===== src/rtl/enc_store_engine.sv =====
// enc_store_engine: rotate-then-multiply encryptor with an auto-addressed
// result memory. Operands arrive over a valid/ready handshake. Each operand is
// rotated right by ROT mod WIDTH, then multiplied by the key using a
// WIDTH-cycle shift-add multiplier. The product is stored at wr_ptr.
// Optional feature macro: ENC_FULL_STALL_EN stalls input once DEPTH results
// are held, instead of overwriting the oldest entries.
module enc_store_engine #(
    parameter int WIDTH  = 4,
    parameter int ROT    = 2,
    parameter int DEPTH  = 16,
    parameter int ADDR_W = 4
) (
    input  logic                clock,
    input  logic                reset,
    input  logic                in_valid,
    output logic                in_ready,
    input  logic [WIDTH-1:0]    num,
    input  logic [WIDTH-1:0]    key,
    input  logic                clear,
    output logic                busy,
    output logic                done,
    output logic [ADDR_W-1:0]   wr_ptr,
    output logic [ADDR_W:0]     count,
    input  logic [ADDR_W-1:0]   rd_addr,
    output logic [2*WIDTH-1:0]  rd_data
);

    localparam int RS = ROT % WIDTH;
    localparam int KW = $clog2(WIDTH + 1);
    localparam logic [KW-1:0]   K_LAST = KW'(WIDTH - 1);
    localparam logic [ADDR_W:0] FULL   = (ADDR_W + 1)'(DEPTH);

    localparam logic [1:0] S_IDLE  = 2'd0;
    localparam logic [1:0] S_ROT   = 2'd1;
    localparam logic [1:0] S_MULT  = 2'd2;
    localparam logic [1:0] S_STORE = 2'd3;

    logic [1:0]         state;
    logic [WIDTH-1:0]   num_r;
    logic [WIDTH-1:0]   key_r;
    logic [WIDTH-1:0]   m;
    logic [WIDTH-1:0]   a;
    logic [WIDTH-1:0]   q;
    logic [KW-1:0]      k;
    logic [2*WIDTH-1:0] rot_dbl;
    logic [WIDTH:0]     sum;
    logic               accept;
    logic               store;
    logic [2*WIDTH-1:0] mem [DEPTH];

    assign busy  = (state != S_IDLE);
    assign store = (state == S_STORE);

`ifdef ENC_FULL_STALL_EN
    assign in_ready = (state == S_IDLE) && (count < FULL);
`else
    assign in_ready = (state == S_IDLE);
`endif

    assign accept  = in_valid && in_ready;
    assign rot_dbl = {num_r, num_r} >> RS;
    // The carry register is folded into sum[WIDTH]; it is shifted straight into A.
    assign sum     = {1'b0, a} + (q[0] ? {1'b0, m} : '0);
    assign rd_data = mem[rd_addr];

    // Control FSM plus the rotate/multiply datapath registers.
    always_ff @(posedge clock or posedge reset) begin
        if (reset) begin
            state <= S_IDLE;
            num_r <= '0;
            key_r <= '0;
            m     <= '0;
            a     <= '0;
            q     <= '0;
            k     <= '0;
            done  <= 1'b0;
        end else begin
            done <= store;
            case (state)
                S_IDLE: begin
                    if (accept) begin
                        num_r <= num;
                        key_r <= key;
                        state <= S_ROT;
                    end
                end
                S_ROT: begin
                    m     <= rot_dbl[WIDTH-1:0];
                    a     <= '0;
                    q     <= key_r;
                    k     <= '0;
                    state <= S_MULT;
                end
                S_MULT: begin
                    a <= sum[WIDTH:1];
                    q <= {sum[0], q[WIDTH-1:1]};
                    k <= k + 1'b1;
                    if (k == K_LAST) begin
                        state <= S_STORE;
                    end
                end
                default: begin
                    state <= S_IDLE;
                end
            endcase
        end
    end

    // Write pointer and fill count; clear overrides any same-cycle store.
    always_ff @(posedge clock or posedge reset) begin
        if (reset) begin
            wr_ptr <= '0;
            count  <= '0;
        end else if (clear) begin
            wr_ptr <= '0;
            count  <= '0;
        end else if (store) begin
            wr_ptr <= wr_ptr + 1'b1;
            if (count != FULL) begin
                count <= count + 1'b1;
            end
        end
    end

    // Result memory, zeroed by reset, written once per completed operation.
    always_ff @(posedge clock or posedge reset) begin
        if (reset) begin
            for (int unsigned i = 0; i < DEPTH; i++) begin
                mem[i] <= '0;
            end
        end else if (store) begin
            mem[wr_ptr] <= {a, q};
        end
    end

endmodule


===== config.mk =====
export PLATFORM = sky130hd
export DESIGN_NAME = enc_store_engine
export DESIGN_NICKNAME = d
export VERILOG_FILES = /design/src/rtl/enc_store_engine.sv
export SDC_FILE = /design/constraint.sdc
export NUM_CORES = 1
export LEC_CHECK = 0
export ABC_CLOCK_PERIOD_IN_PS = 6000
export CAP_MARGIN = 30
export CORE_MARGIN = 5
export CORE_UTILIZATION = 56
export CTS_BUF_LIST = sky130_fd_sc_hd__clkbuf_4
export DETAILED_ROUTE_END_ITERATION = 10
export HOLD_SLACK_MARGIN = 0.03
export PLACE_DENSITY = 0.83
export SYNTH_ARGS = -nofsm -noshare
export SYNTH_HDL_FRONTEND = slang
export SYNTH_SLANG_ARGS = --single-unit

===== constraint.sdc =====
create_clock -name clock -period 6 [get_ports clock]
set_input_delay 1.8 -clock clock [delete_from_list [all_inputs] [get_ports clock]]
set_output_delay 1.8 -clock clock [all_outputs]
set_load 0.005 [all_outputs]

==> impl_metrics.toml, run 1 <==
[status]
status = "completed"

[critical_path]
rr_endpoint = "mem[118]$_DFFE_PP0P_"
crit_chain = "buf_2 > buf_12 > buf_12 > mux4_2 > a22oi_1 > nand2_1 > clkdlybuf4s50_1"
cp_max_fo = 14
critPathSlowestCell = "mux4_2"
worst_setup_path_start_kind = "input pin"
crit_path_end = "rd_data[7]"
rr_worst_depth = 4
required_ps = 4200
reg2reg_slack_ps = 3450
r2r_start = "state[0]$_DFFE_PP0P_"
worstSetupEndpointType = "output port"
worstSetupPathType = "input pin to output port"
critical_path.max_stage_delay_ps = 530
critPathLaunch = "rd_addr[0]"
cpMostUsedCell = "buf_12"
cp_data_arrival_time_ps = 3750

[floorplanning]
rows = 42
die_h_um = 126
start_util_pct = 57.0
dieArea_um2 = 15800
fp.dieW_um = 126
core_um2 = 13200
io-pin-count = 36

[clocking]
path_clk_slew_ps = 110
max-clock-path-buffers = 2
post_cts_resized = 0
cts_tree = "built"
cts_sinks = 163
cts_buffers = 17
cts-root-buf = "clkbuf_4"
cts_hold_buffers = 0
post_cts_buffers = 0
htreeDepth = 4
clk_latency_ps = 570

[grt]
grt_usage_pct = 21.6
grt_pass1_vias = 4924
grt-ovfl-total = 0
grt_pass1_wl_um = 26500
antenna_found_initial = 0
grt_max_degree = 164

[drt]
viasPerCell = 5.99
routedWlPerCell_um = 21.0
drtIter0Drc = 479
drc = 0
dr.pass1.iters = 5
vias = 4631
ant_nets = 0
wl_um = 16200

[layout]
antenna_cells = 0
area_growth_pct = 10.2
fin_area_um2 = 8290
drive_gt1_share_pct = 28.5
instances_no_fill = 773
final_net_count = 617

[power_and_ir_drop]
leakagePower_nw = 3.88
worst_ir_drop_vdd_mv = 0.303
total_power_mw = 2.76
pwr_density_cell_nw_per_um2 = 333

[flow_run]
maxCapViolCount = 0

[logic_synthesis]
syn_nets = 591
yosysWarnings = 0
synth_edf_count = 0
synth_seq_area_share_pct = 54.2
synth_seq_cells = 163
yosysMostFrequentCell = "dfrtp_1"
synthCells = 558
yosys.area_share.simple_pct = 6.57
synth_ff_type = "dfrtp_1"
synth_top_family_by_area = "multiplexers"
avgSynthCellArea_um2 = 13.5
syn_area_um2 = 7520
synth_compound_area_share_pct = 5.59
synthAdderAreaFrac_pct = 2.93
synthTopCellsByCount = "163 x dfrtp_1, 105 x mux2_2, 64 x nand2_1, 42 x o21ai_0, 23 x mux4_2"
synth_area_leader_cell = "dfrtp_1"
muxShareOfSynthArea_pct = 26.4
synth_top_area_share_pct = 54.2
netlist_top_cells_area = "dfrtp_1 54%, mux2_2 16%, mux4_2 6.9%"
async_flop_share_pct = 100
synthDistinctLibCells = 44
synth_xor_area_share_pct = 0.699

[timing]
finClkSkew_ps = 20.6
final.setup.tns_ps = 0
tightest_slew_ps = 933
min_period_ps = 5550
finalHoldViolCount = 0
fin_crit_sh_pct = 92.5
hold-worst-slack_ps = 493
fmax_mhz = 180
setup_viol = 0
maxSlewHeadroom_pct = 37.8
grt_setup_unrepaired = "no"
final-max-slew-violation-count = 0

[min_path]
min_path_type = "flip-flop to flip-flop"

[placed_design]
dp_hpwl_um = 10600
gp_congestion = 0.818
dpl_cell_area_um2 = 7990
port-buffer-count = 35
dp_cells = 741
-- per-stage QoR --
step	utilization (%)	setup slack, ps
after floorplan	-	1350
after global placement	60.6	491
after detailed placement	60.6	454
after CTS	62.8	454
after global routing	62.8	361
final	62.8	448
-- registers in the layout (all words and copies together), names as in the netlist --
signal and flops:
count 5, m 4, mem 128, k 3, done 1, wr_ptr 4, q 4, num_r 4
a 4, key_r 4, state 2
-- routing by layer --
layer | global-route usage, % | routed length, µm | up-vias
met5 | 0 | 0 | -
met4 | 5.80 | 181 | 0
met3 | 5.21 | 997 | 20
met2 | 35.3 | 8070 | 157
met1 | 29.4 | 6960 | 2393
li1 | - | - | 2061
-- layout by cell type, fill, tap and decap left out, types with 3 or more instances in the layout --
cell type / Yosys / layout
dfrtp_1: 163 / 163
mux2_2: 105 / 105
nand2_1: 64 / 64
o21ai_0: 42 / 42
clkdlybuf4s50_1: 0 / 34
mux4_2: 23 / 23
clkbuf_4: 0 / 21
inv_1: 18 / 17
a22oi_1: 16 / 16
ha_1: 16 / 16
nor2_1: 12 / 12
mux4_1: 8 / 8
and2_1: 7 / 7
a21oi_1: 7 / 7
xor2_1: 5 / 5
mux2i_1: 5 / 5
nand4_1: 4 / 4
buf_12: 0 / 4
clkinvlp_4: 0 / 3
nor2b_1: 3 / 3
clkinv_2: 0 / 3
bufinv_16: 0 / 3
buf_4: 2 / 3
-- worst max-delay path, delay by kind of cell --
| kind | cells | cell delay [ps] |
|---|---|---|
| compound gates | 1 | 210 |
| simple gates | 1 | 100 |
| mux | 1 | 530 |
| buf+inv | 4 | 1090 |
-- where the power goes --
part | switching, mW | total, mW | internal (mW)
Combinational | 0.336 | 0.670 | 0.335
Clock | 0.362 | 0.665 | 0.303
Sequential | 0.176 | 1.43 | 1.25
Total | 0.873 | 2.76 | 1.89
-- cells by family after synthesis --
kind of cell / after synthesis
flip-flops: 163
multiplexers: 142
AND/OR/NAND/NOR: 105
AO/OA/AOI/OAI: 72
buffers and inverters: 53
adder cells (fa/ha/maj): 17
XOR/XNOR: 6
-- cell type report --
cell class,instances,area (µm²)
multi-input combinational,342,3170
timing repair buffer,42,448
clock inverter,11,136
clock buffer,21,158
inverter,18,71.3
fill,973,4900
tap,176,220
sequential,163,4080
-- how the worst min path moves through the flow --
stage                                   start                  end  slack (ps)  cells after the start
after floorplan           mem[12]$_DFFE_PP0P_  mem[12]$_DFFE_PP0P_         440                      2
after detailed placement  mem[20]$_DFFE_PP0P_  mem[20]$_DFFE_PP0P_         470                      2
after global routing      mem[20]$_DFFE_PP0P_  mem[20]$_DFFE_PP0P_         510                      2
after global placement    mem[22]$_DFFE_PP0P_  mem[22]$_DFFE_PP0P_         460                      2
after CTS                 mem[20]$_DFFE_PP0P_  mem[20]$_DFFE_PP0P_         500                      2
final                     mem[23]$_DFFE_PP0P_  mem[23]$_DFFE_PP0P_         490                      2
(Power assumes the default switching activity.)
==> run 2, diff against run 1 <==
- ABC_CLOCK_PERIOD_IN_PS: 6000 -> 6450
- CORE_UTILIZATION: 56 -> 60
- PLACE_DENSITY: 0.83 -> 0.84
- clock period: 6 -> 6.45 ns (I/O delays scaled with it)
==> run 2 against run 1 <==
  * Wire length decreased by 0.74%
  * Die area shrank 6.1%
  * Critical path depth down 1
==> impl_metrics.toml, run 2 (same netlist as run 1, synthesis figures left out) <==
[critical_path]
crit_path_end = "rd_data[1]"
worstSetupPathType = "input pin to output port"
rr_endpoint = "mem[25]$_DFFE_PP0P_"
worstSetupEndpointType = "output port"
worst_setup_path_start_kind = "input pin"
required_ps = 4510
critical_path.max_stage_delay_ps = 590
critPathLaunch = "rd_addr[0]"
r2r_start = "state[0]$_DFFE_PP0P_"
critPathSlowestCell = "mux4_1"
rr_worst_depth = 3
cp_max_fo = 12
reg2reg_slack_ps = 3920
cp_data_arrival_time_ps = 3860
crit_chain = "buf_2 > buf_4 > mux4_1 > a22oi_1 > nand2_1 > clkdlybuf4s50_1"

[clocking]
clk_latency_ps = 550
cts_hold_buffers = 0
max-clock-path-buffers = 2
post_cts_resized = 0
cts_buffers = 17
cts-root-buf = "clkbuf_4"
post_cts_buffers = 0
path_clk_slew_ps = 110
cts_sinks = 163
cts_tree = "built"
htreeDepth = 4

[timing]
tightest_slew_ps = 870
finClkSkew_ps = 9.63
setup_viol = 0
fmax_mhz = 173
worst_slack_ps = 660
finalHoldViolCount = 0
maxSlewHeadroom_pct = 41.8
hold-worst-slack_ps = 494
grt_setup_unrepaired = "no"
fin_crit_sh_pct = 89.8
final-max-slew-violation-count = 0
min_period_ps = 5790
final.setup.tns_ps = 0

[layout]
largestRegisters = "mem x128, count x5"
drive_gt1_share_pct = 27.7
top_register = "mem"
final_net_count = 618
largest_reg_flops = 128
final_common_cell = "dfrtp_1"
postLayoutCoreUtil_pct = 67.6
antenna_cells = 0
area_growth_pct = 9.25
layout_common_cells = "163 x dfrtp_1, 105 x mux2_2, 64 x nand2_1, 42 x o21ai_0, 34 x clkdlybuf4s50_1"

[power_and_ir_drop]
total_power_mw = 2.50
leakagePower_nw = 3.86
switching_power_mw = 0.801
clkPwrFrac_pct = 22.1
power_frac_comb_pct = 24.9
p_int_mw = 1.70
worst_ir_drop_vdd_mv = 0.313
swShare_pct = 32.0
p_seq_share_pct = 53.0
pwr_density_cell_nw_per_um2 = 305

[drt]
drc = 0
routedWlPerCell_um = 21.1
dr.pass1.iters = 8
wl_um = 16100
drtIter0Drc = 380
ant_nets = 0
vias = 4691
viasPerCell = 6.14

[placed_design]
port-buffer-count = 35
dp_slack_ps = 630
dp_hpwl_um = 10600
gp_congestion = 0.778

[floorplanning]
rows = 40
core_um2 = 12200
dieArea_um2 = 14900
io-pin-count = 36
die_h_um = 122
start_util_pct = 61.8
fp.dieW_um = 122

[min_path]
worstHoldPathCells = 2
min_path_type = "flip-flop to flip-flop"

[grt]
antenna_found_initial = 0
grt-ovfl-total = 0
grt_pass1_wl_um = 26600
grt_max_degree = 85
grt_usage_pct = 23.7
grt_pass1_vias = 4947

[status]
status = "completed"

[flow_run]
maxCapViolCount = 0
-- run 2: changes by cell type in the layout (fill, tap and decap cells not counted), sizes merged --
cell / change
clkinvlp: -3
clkinv: +2
buf: +1
bufinv: -1
clkbuf: -1
inv: +1
-- run 2: how the worst min path moves through the flow --
stage / from / end / slack, ps
6_report: mem[7]$_DFFE_PP0P_ / mem[7]$_DFFE_PP0P_ / 490
5_1_grt: mem[7]$_DFFE_PP0P_ / mem[7]$_DFFE_PP0P_ / 520
4_1_cts: mem[20]$_DFFE_PP0P_ / mem[20]$_DFFE_PP0P_ / 500
3_5_place_dp: mem[20]$_DFFE_PP0P_ / mem[20]$_DFFE_PP0P_ / 470
3_3_place_gp: mem[31]$_DFFE_PP0P_ / mem[31]$_DFFE_PP0P_ / 460
2_1_floorplan: mem[12]$_DFFE_PP0P_ / mem[12]$_DFFE_PP0P_ / 440
-- run 2: metal layers --
layer | GRT usage (%) | up-vias | share of wire (%) | routed length (µm)
met1 | 32.1 | 2424 | 43 | 6960
li1 | - | 2058 | - | -
met2 | 37.4 | 173 | 48 | 7710
met5 | 0 | - | 0 | 0
met3 | 5.94 | 36 | 6.0 | 961
met4 | 8.96 | 0 | 2.8 | 455
-- run 2: layout make-up --
cell class | instances | area [µm²]
Clock inverter | 10 | 92.6
Fill cell | 877 | 3950
Tap cell | 168 | 210
Clock buffer | 20 | 150
Sequential cell | 163 | 4080
Multi-Input combinational cell | 342 | 3170
Timing Repair Buffer | 43 | 438
Inverter | 18 | 72.6
-- run 2: power by group through the flow --
stage	Combinational, mW	Clock (mW)	Sequential, mW
2_1_floorplan	0.490	0	1.26
3_3_place_gp	0.583	0	1.33
3_5_place_dp	0.620	0	1.35
4_1_cts	0.626	0.559	1.33
5_1_grt	0.694	0.605	1.35
6_report	0.623	0.553	1.33
-- run 2: critical path: cells and delay by family --
family / cells / cell delay (ps)
multiplexers: 1 / 590
buffers and inverters: 3 / 1040
AND/OR/NAND/NOR: 1 / 90
AO/OA/AOI/OAI: 1 / 190
-- run 2: stage by stage --
step / instances / instance area, µm²
finish: 764 / 8220
global route: 764 / 8220
CTS: 764 / 8220
detailed placement: 734 / 7970
global placement: 733 / 7950
floorplan: 558 / 7520
==> run 3, diff against run 2 <==
- ABC_CLOCK_PERIOD_IN_PS: 6450 -> 5840
- clock period: 6.45 -> 5.84 ns (I/O delays scaled with it)
==> run 3 against run 2 <==
  * Register-to-register slack worse by 530 ps
  * Count of clock-buffer cells in the layout stayed put
  * Utilization is 0.41 points higher
  * Hold slack worse by 0.57 ps
  * Die area stayed put
  * Cell count is 0.26% lower
  * Cell area is 0.61% higher
  * Clock power is 31% higher
  * Largest cell class unchanged
==> impl_metrics.toml, run 3 (same netlist as run 1, synthesis figures left out) <==
[critical_path]
worst_setup_path_start_kind = "input pin"
r2r_start = "state[0]$_DFFE_PP0P_"
rr_worst_depth = 3
rr_endpoint = "mem[26]$_DFFE_PP0P_"
reg2reg_slack_ps = 3390
required_ps = 4090
critPathLaunch = "rd_addr[1]"
crit_chain = "clkdlybuf4s50_1 > buf_12 > mux4_4 > a22oi_1 > nand2_1 > clkdlybuf4s50_1"
cp_max_fo = 32
critical_path.max_stage_delay_ps = 510
cpMostUsedCell = "clkdlybuf4s50_1"
cp_data_arrival_time_ps = 3680
worstSetupPathType = "input pin to output port"
critPathSlowestCell = "clkdlybuf4s50_1"
worstSetupEndpointType = "output port"

[floorplanning]
dieArea_um2 = 14900
fp.dieW_um = 122
rows = 40
die_h_um = 122
core_um2 = 12200
start_util_pct = 61.8
io-pin-count = 36

[grt]
grt_usage_pct = 22.3
grt_pass1_vias = 4729
antenna_found_initial = 0
grt_max_degree = 164
grt_pass1_wl_um = 25100
grt-ovfl-total = 0

[timing]
grt_setup_unrepaired = "no"
fin_crit_sh_pct = 93.1
tightest_slew_ps = 830
final-max-slew-violation-count = 0
finalHoldViolCount = 0
final.setup.tns_ps = 0
maxSlewHeadroom_pct = 44.4
finClkSkew_ps = 20.1
min_period_ps = 5440
setup_viol = 0
fmax_mhz = 184

[layout]
layout_common_cells = "163 x dfrtp_1, 105 x mux2_2, 64 x nand2_1, 42 x o21ai_0, 34 x clkdlybuf4s50_1"
final_net_count = 615
largest_reg_flops = 128
drive_gt1_share_pct = 28.1
top_register = "mem"
largestRegisters = "mem x128, count x5"
antenna_cells = 0
final_common_cell = "dfrtp_1"
area_growth_pct = 9.92
postLayoutCoreUtil_pct = 68.0

[min_path]
hp-start = "mem[76]$_DFFE_PP0P_"
min_path_type = "flip-flop to flip-flop"
worstHoldPathCells = 2
min_to = "mem[76]$_DFFE_PP0P_"

[clocking]
max-clock-path-buffers = 2
post_cts_buffers = 0
cts_tree = "built"
clk_latency_ps = 570
htreeDepth = 4
cts_hold_buffers = 0
cts-root-buf = "clkbuf_4"
path_clk_slew_ps = 120
cts_buffers = 17
cts_sinks = 163
post_cts_resized = 0

[drt]
routedWlPerCell_um = 20.0
dr_wl_met2_um = 7410
drc = 0
dr.pass1.iters = 7
routed-wl-met3_um = 875
vias = 4605
wl_um = 15300
ant_nets = 0
viasPerCell = 6.04
drtIter0Drc = 438
top_layer_used = "met4"
met1_length_um = 6780

[power_and_ir_drop]
total_power_mw = 2.87
pwr_density_cell_nw_per_um2 = 347
worst_ir_drop_vdd_mv = 0.377
leakagePower_nw = 3.87

[placed_design]
gp_congestion = 0.806
dp_hpwl_um = 9960
port-buffer-count = 35

[flow_run]
maxCapViolCount = 0

[status]
status = "completed"
==> run 3: per-stage QoR <==
stage	instances	hold WS (ps)	worst slack (ps)	instance area, µm²
2_1_floorplan	558	445	1290	7520
3_3_place_gp	731	456	407	7950
3_5_place_dp	731	465	412	7950
4_1_cts	762	492	403	8270
5_1_grt	762	520	289	8270
6_report	762	493	405	8270
==> run 3: area by class of cell <==
type                       instances  area [µm²]
clock inverter                    11         161
timing repair buffer              40         420
multi-input combinational        342        3170
fill                             846        3900
inverter                          18        71.3
tap                              168         210
sequential                       163        4080
clock buffer                      20         150
==> run 3: worst max-delay path: cells and delay by family <==
family | cells | cell delay, ps
AND/OR/NAND/NOR | 1 | 90
buffers and inverters | 3 | 1190
multiplexers | 1 | 440
AO/OA/AOI/OAI | 1 | 200
==> run 3: worst max-delay path by stage <==
| stage | cells past startpoint | end | slack [ps] |
|---|---|---|---|
| floorplan | 5 | rd_data[1] | 1290 |
| global placement | 6 | rd_data[0] | 410 |
| detailed placement | 6 | rd_data[0] | 410 |
| CTS | 6 | rd_data[0] | 400 |
| global route | 6 | rd_data[0] | 290 |
| finish | 6 | rd_data[0] | 400 |
==> run 3: per-layer routing <==
metal	GRT usage [%]	vias up
li1	-	2050
met1	30.8	2403
met2	35.5	131
met3	6.22	21
met5	0	-
met4	5.74	0
==> run 3: power by group <==
group	total, mW	leakage, nW	switching (mW)	internal (mW)
Clock	0.725	0.164	0.377	0.348
Sequential	1.46	2.21	0.179	1.29
Combinational	0.678	1.50	0.337	0.342
Total	2.87	3.87	0.893	1.97
